### src/rtl/pipe_ctrl_pkg.sv
// rtl/pipe_ctrl_pkg.sv - shared state encodings and widths for the pipeline sequencing controller
package pipe_ctrl_pkg;

    localparam int ST_W   = 2;
    localparam int REG_AW = 5;

    localparam logic [ST_W-1:0] ST_RUN      = 2'd0;
    localparam logic [ST_W-1:0] ST_MEM_WAIT = 2'd1;
    localparam logic [ST_W-1:0] ST_ERROR    = 2'd2;

    // Encoding 3 is never entered; bit 1 set means "treat as ERROR".
    function automatic logic is_error_state(input logic [ST_W-1:0] st);
        return st[1];
    endfunction

endpackage

### src/rtl/loaduse_detect.sv
// rtl/loaduse_detect.sv - combinational load-use hazard compare between ID and EX
module loaduse_detect #(
    parameter int REG_AW = 5
) (
    input  logic [REG_AW-1:0] id_rs_i,
    input  logic [REG_AW-1:0] id_rt_i,
    input  logic              id_uses_rt_i,
    input  logic              ex_memtoreg_i,
    input  logic [REG_AW-1:0] ex_wherereg_i,
    output logic              lu
);

    logic dest_nonzero;
    logic rs_match;
    logic rt_match;

    // A load into register 0 never produces a value, so it cannot cause a hazard.
    assign dest_nonzero = (ex_wherereg_i != '0);
    assign rs_match     = (ex_wherereg_i == id_rs_i);
    assign rt_match     = id_uses_rt_i && (ex_wherereg_i == id_rt_i);

    assign lu = ex_memtoreg_i && dest_nonzero && (rs_match || rt_match);

endmodule

### src/rtl/pipe_stall_ctrl.sv
// rtl/pipe_stall_ctrl.sv - PC / pipeline-register enable and flush sequencing with memory-wait timeout
module pipe_stall_ctrl #(
    parameter int REG_AW  = pipe_ctrl_pkg::REG_AW,
    parameter int TIMEOUT = 16,
    parameter int CNT_W   = 16
) (
    input  logic              CLOCK,
    input  logic              RESET,
    input  logic [REG_AW-1:0] ID_RS,
    input  logic [REG_AW-1:0] ID_RT,
    input  logic              ID_USES_RT,
    input  logic              EX_MEMTOREG,
    input  logic [REG_AW-1:0] EX_WHEREREG,
    input  logic              BRANCH_TAKEN,
    input  logic              MEM_REQ,
    input  logic              MEM_READY,
    output logic              PC_EN,
    output logic              IFID_EN,
    output logic              IFID_FLUSH,
    output logic              IDEX_EN,
    output logic              IDEX_FLUSH,
    output logic              EXMEM_EN,
    output logic              MEMWB_EN,
    output logic              MEMWB_FLUSH,
    output logic              MEM_ERR,
    output logic [1:0]        STATE,
    output logic [CNT_W-1:0]  STALL_CYCLES
);
    import pipe_ctrl_pkg::*;

    localparam int WCNT_W = (TIMEOUT > 2) ? $clog2(TIMEOUT) : 1;
    localparam logic [WCNT_W-1:0] WCNT_LAST = WCNT_W'(TIMEOUT - 1);

    logic [ST_W-1:0]   state_q, state_d;
    logic [WCNT_W-1:0] wcnt_q, wcnt_d;
    logic              mem_err_q, mem_err_d;
    logic [CNT_W-1:0]  stall_q, stall_d;
    logic              lu;

    logic pc_en, ifid_en, ifid_flush, idex_en, idex_flush;
    logic exmem_en, memwb_en, memwb_flush;

    loaduse_detect #(
        .REG_AW (REG_AW)
    ) u_loaduse_detect (
        .id_rs_i       (ID_RS),
        .id_rt_i       (ID_RT),
        .id_uses_rt_i  (ID_USES_RT),
        .ex_memtoreg_i (EX_MEMTOREG),
        .ex_wherereg_i (EX_WHEREREG),
        .lu            (lu)
    );

    // Mealy control: enables/flushes act in the same cycle as the hazard is seen.
    always_comb begin
        pc_en       = 1'b1;
        ifid_en     = 1'b1;
        ifid_flush  = 1'b0;
        idex_en     = 1'b1;
        idex_flush  = 1'b0;
        exmem_en    = 1'b1;
        memwb_en    = 1'b1;
        memwb_flush = 1'b0;
        state_d     = state_q;
        wcnt_d      = wcnt_q;
        mem_err_d   = mem_err_q;

        if (RESET) begin
            pc_en       = 1'b0;
            ifid_en     = 1'b0;
            ifid_flush  = 1'b1;
            idex_en     = 1'b0;
            idex_flush  = 1'b1;
            exmem_en    = 1'b0;
            memwb_en    = 1'b0;
            memwb_flush = 1'b1;
            state_d     = ST_RUN;
            wcnt_d      = '0;
            mem_err_d   = 1'b0;
        end else if (is_error_state(state_q)) begin
            pc_en     = 1'b0;
            ifid_en   = 1'b0;
            idex_en   = 1'b0;
            exmem_en  = 1'b0;
            memwb_en  = 1'b0;
            state_d   = ST_ERROR;
            mem_err_d = 1'b1;
        end else if ((state_q == ST_RUN && MEM_REQ && !MEM_READY) ||
                     (state_q == ST_MEM_WAIT && !MEM_READY)) begin
            // Freeze everything up to MEM and push a bubble into WB.
            // A branch in the frozen EX stage is re-presented on release.
            pc_en       = 1'b0;
            ifid_en     = 1'b0;
            idex_en     = 1'b0;
            exmem_en    = 1'b0;
            memwb_flush = 1'b1;
            if (state_q == ST_RUN) begin
                state_d = ST_MEM_WAIT;
                wcnt_d  = WCNT_W'(1);
            end else if (wcnt_q == WCNT_LAST) begin
                state_d   = ST_ERROR;
                mem_err_d = 1'b1;
            end else begin
                wcnt_d = wcnt_q + 1'b1;
            end
        end else begin
            // Memory satisfied (or idle): branch squash beats load-use bubble.
            if (BRANCH_TAKEN) begin
                ifid_flush = 1'b1;
                idex_flush = 1'b1;
            end else if (lu) begin
                pc_en      = 1'b0;
                ifid_en    = 1'b0;
                idex_flush = 1'b1;
            end
            state_d = ST_RUN;
            wcnt_d  = '0;
        end
    end

    // Saturating performance count of stalled-PC cycles outside reset and ERROR.
    always_comb begin
        stall_d = stall_q;
        if (RESET) begin
            stall_d = '0;
        end else if (!is_error_state(state_q) && !pc_en && (stall_q != '1)) begin
            stall_d = stall_q + 1'b1;
        end
    end

    // Registered controller state.
    always_ff @(posedge CLOCK) begin
        if (RESET) begin
            state_q   <= ST_RUN;
            wcnt_q    <= '0;
            mem_err_q <= 1'b0;
            stall_q   <= '0;
        end else begin
            state_q   <= state_d;
            wcnt_q    <= wcnt_d;
            mem_err_q <= mem_err_d;
            stall_q   <= stall_d;
        end
    end

    assign PC_EN        = pc_en;
    assign IFID_EN      = ifid_en;
    assign IFID_FLUSH   = ifid_flush;
    assign IDEX_EN      = idex_en;
    assign IDEX_FLUSH   = idex_flush;
    assign EXMEM_EN     = exmem_en;
    assign MEMWB_EN     = memwb_en;
    assign MEMWB_FLUSH  = memwb_flush;
    assign MEM_ERR      = mem_err_q;
    assign STATE        = state_q;
    assign STALL_CYCLES = stall_q;

endmodule
### config.mk
export PLATFORM = sky130hd
export DESIGN_NAME = pipe_stall_ctrl
export DESIGN_NICKNAME = d
export VERILOG_FILES = /design/src/rtl/pipe_ctrl_pkg.sv /design/src/rtl/loaduse_detect.sv /design/src/rtl/pipe_stall_ctrl.sv
export SDC_FILE = /design/constraint.sdc
export NUM_CORES = 1
export LEC_CHECK = 0
export CORE_MARGIN = 8
export CORE_UTILIZATION = 48
export DETAILED_ROUTE_END_ITERATION = 10
export PLACE_DENSITY = 0.85
export SLEW_MARGIN = 0
export SYNTH_ARGS = -nofsm -noshare
export SYNTH_HDL_FRONTEND = slang
export SYNTH_SLANG_ARGS = --single-unit
### constraint.sdc
create_clock -name CLOCK -period 3.4 [get_ports CLOCK]
set_input_delay 0.51 -clock CLOCK [delete_from_list [all_inputs] [get_ports CLOCK]]
set_output_delay 0.51 -clock CLOCK [all_outputs]
set_load 0.03 [all_outputs]
==> results.ini <==
[global_route]
grt_pass1_wl_um = 6190
grt_pass1_vias = 1369
antenna_found_initial = 0
grt_max_degree = 30
overflow = 0
grt_usage_pct = 14.8

[cells_and_area]
area_delta_synth_final_pct = 34.9
drive_gt1_share_pct = 7.11
multiInputGateArea_um2 = 822
ff_latch_area_um2 = 460
n_fill_cell = 233
nNetsFinal = 236
antenna_cells = 0
utilization_pct = 68.1
fin_area_um2 = 1860
final_cell_count_no_fill = 242

[setup_path]
critPathArrivalTime_ps = 2780
crit_chain = clkdlybuf4s50_1, or4_1, o21ai_2, nor2_1, a21boi_0, clkdlybuf4s50_1
critPathLaunchType = input port
path_delay_family = buffers and inverters
path_buf_inv = 2
path_max_fanout = 4
path_common_cell = clkdlybuf4s50_1
max_stage_delay_ps = 730
worstSetupEndpointType = output pin
slowest_stage = clkdlybuf4s50_1
critPathKind = in -> out
critPathRequiredTime_ps = 2890

[detailed_routing]
first_iter_violations = 180
vias = 1412
wl_per_cell_um = 15.3
drt.antenna.violating_nets = 0
drc = 0
avgViaCountPerCell = 5.83
wirelength_um = 3710
first_pass_iters = 4

[power]
p_switching_mw = 0.156
power_density_nw_per_um2 = 291
seq_power_share_pct = 51.9
finalPower_mw = 0.541
leakage_nw = 0.613
p_int_mw = 0.385
switching_share_pct = 28.9
combPwrFrac_pct = 24.3
clkPwrFrac_pct = 23.8
peakVddDrop_mv = 0.302

[clocking]
htreeDepth = 1
cts_inserted_buffers = 3
tritoncts = done
clock_latency_ps = 310
holdBufCountCts = 0
cts.sinks = 23
cts_resized = 0
cts_setup_buffers = 0
cts_buffer_depth = 2
clk_pin_slew_ps = 130
cts_root_buffer = clkbuf_4

[synth]
syn-cell-area_um2 = 1380
synth_nets = 188
netlist-cell-type-count = 43
yosys-top-cells-count = 23 x dfxtp_1, 15 x a21oi_1, 14 x nor2_1
synth.avg_cell_area_um2 = 8.42
synth_edf_count = 0
synthArstFlopShare_pct = 0
syn_inst = 164
synth-seq-cells = 23
yosysWarnings = 0
synth_area_leaders = dfxtp_1 33%, xnor2_1 6.3%, a21oi_1 5.4%
synth_top_cell_area_share_pct = 33.4
synthMostInstantiatedCell = dfxtp_1
yosys_most_used_dff = dfxtp_1
ys_seq_area_share_pct = 33.4
synth_top_area_cell = dfxtp_1

[sta]
setup_viol = 0
finalCriticalPeriod_ps = 3290
skew_ps = 3.10
tightest_slew_ps = 466
hold_viol = 0
period_share_pct = 96.7
slew_viol_final = 0
fmax_ghz = 0.304
slew_headroom_pct = 68.7
finalSetupTns_ps = 0
rsz0062_at_grt = false

[floorplanning]
rows = 19
core_area_um2 = 2730
start_util_pct = 50.5
io_pins = 49
dieArea_um2 = 4850
die-height_um = 69.6
die_w_um = 69.6

[run_status]
outcome = finished, final reports clean

[placement]
placed_cells = 238
place.gp.congestion = 0.815
hpwl_um = 2950
portBuffers = 48
placed_area_um2 = 1840

[run]
cap_violations = 0

[hold_path]
hp-class = reg -> reg

-- flip-flops by register name, indices dropped and copies added, names as in the netlist --
name and count:
STATE 2, wcnt_q 4, MEM_ERR 1, STALL_CYCLES 16
-- cells in the final DEF (no fill, tap or decap), types with 3 or more instances in the layout --
| cell type | instances |
|---|---|
| o21ai_1 | 8 |
| nor4_1 | 5 |
| nand4_1 | 6 |
| nand2_1 | 11 |
| dfxtp_1 | 23 |
| clkbuf_4 | 3 |
| buf_4 | 3 |
| xnor2_1 | 10 |
| nor2b_1 | 4 |
| or3_1 | 8 |
| or4_1 | 3 |
| o21ai_0 | 5 |
| nor3_1 | 4 |
| a211oi_1 | 3 |
| inv_1 | 3 |
| nand3_1 | 6 |
| a21oi_1 | 15 |
| clkdlybuf4s50_1 | 48 |
| nor2_1 | 14 |
-- area by class of cell --
class / instances / share of cell area (%)
Inverter: 3 / 0.605
Clock buffer: 4 / 1.41
Timing Repair Buffer: 51 / 27.0
Sequential cell: 23 / 24.7
Tap cell: 31 / 2.08
Multi-Input combinational cell: 130 / 44.2
-- final timing paths --
path                         from               to  slack (ps)  cells after the start
setup / recovery   EX_WHEREREG[0]            PC_EN         110                      6
hold / removal            MEM_ERR          MEM_ERR         530                      2
setup reg to reg  STALL_CYCLES[0]  STALL_CYCLES[1]        1050                      8
hold reg to reg           MEM_ERR          MEM_ERR         530                      2
-- power groups by stage --
| stage | Clock, mW | Combinational (mW) | Sequential [mW] |
|---|---|---|---|
| floorplan | 0 | 0.0694 | 0.295 |
| global placement | 0 | 0.127 | 0.287 |
| detailed placement | 0 | 0.132 | 0.287 |
| CTS | 0.131 | 0.132 | 0.281 |
| global route | 0.141 | 0.141 | 0.282 |
| finish | 0.129 | 0.131 | 0.281 |
-- worst min-delay path, cell delays in order, from the launching register on --
cell	delay (ps)
dfxtp_1	350
nor2_1	100
nor2_1	50
-- metal layers --
metal | part of all wire (%) | track usage, %
met2 | 50 | 26.7
met4 | 2.1 | 6.25
met1 | 41 | 15.7
met3 | 6.6 | 4.15
met5 | 0 | 0
-- per-stage QoR --
| stage | hold WS (ps) | worst slack [ps] |
|---|---|---|
| 2_1_floorplan | 506 | 226 |
| 5_1_grt | 545 | 36.8 |
| 6_report | 527 | 113 |
| 4_1_cts | 526 | 98.0 |
| 3_5_place_dp | 495 | 97.8 |
| 3_3_place_gp | 489 | 200 |
-- kinds of logic after synthesis --
group	count (synthesis)	share of synthesized area [%]
buf+inv	11	7.07
fa+ha+maj	2	1.81
xor+xnor	12	7.62
simple gates	71	28.4
compound gates	41	18.6
flops	23	33.4
mux	4	3.17
(Power assumes the default switching activity.)
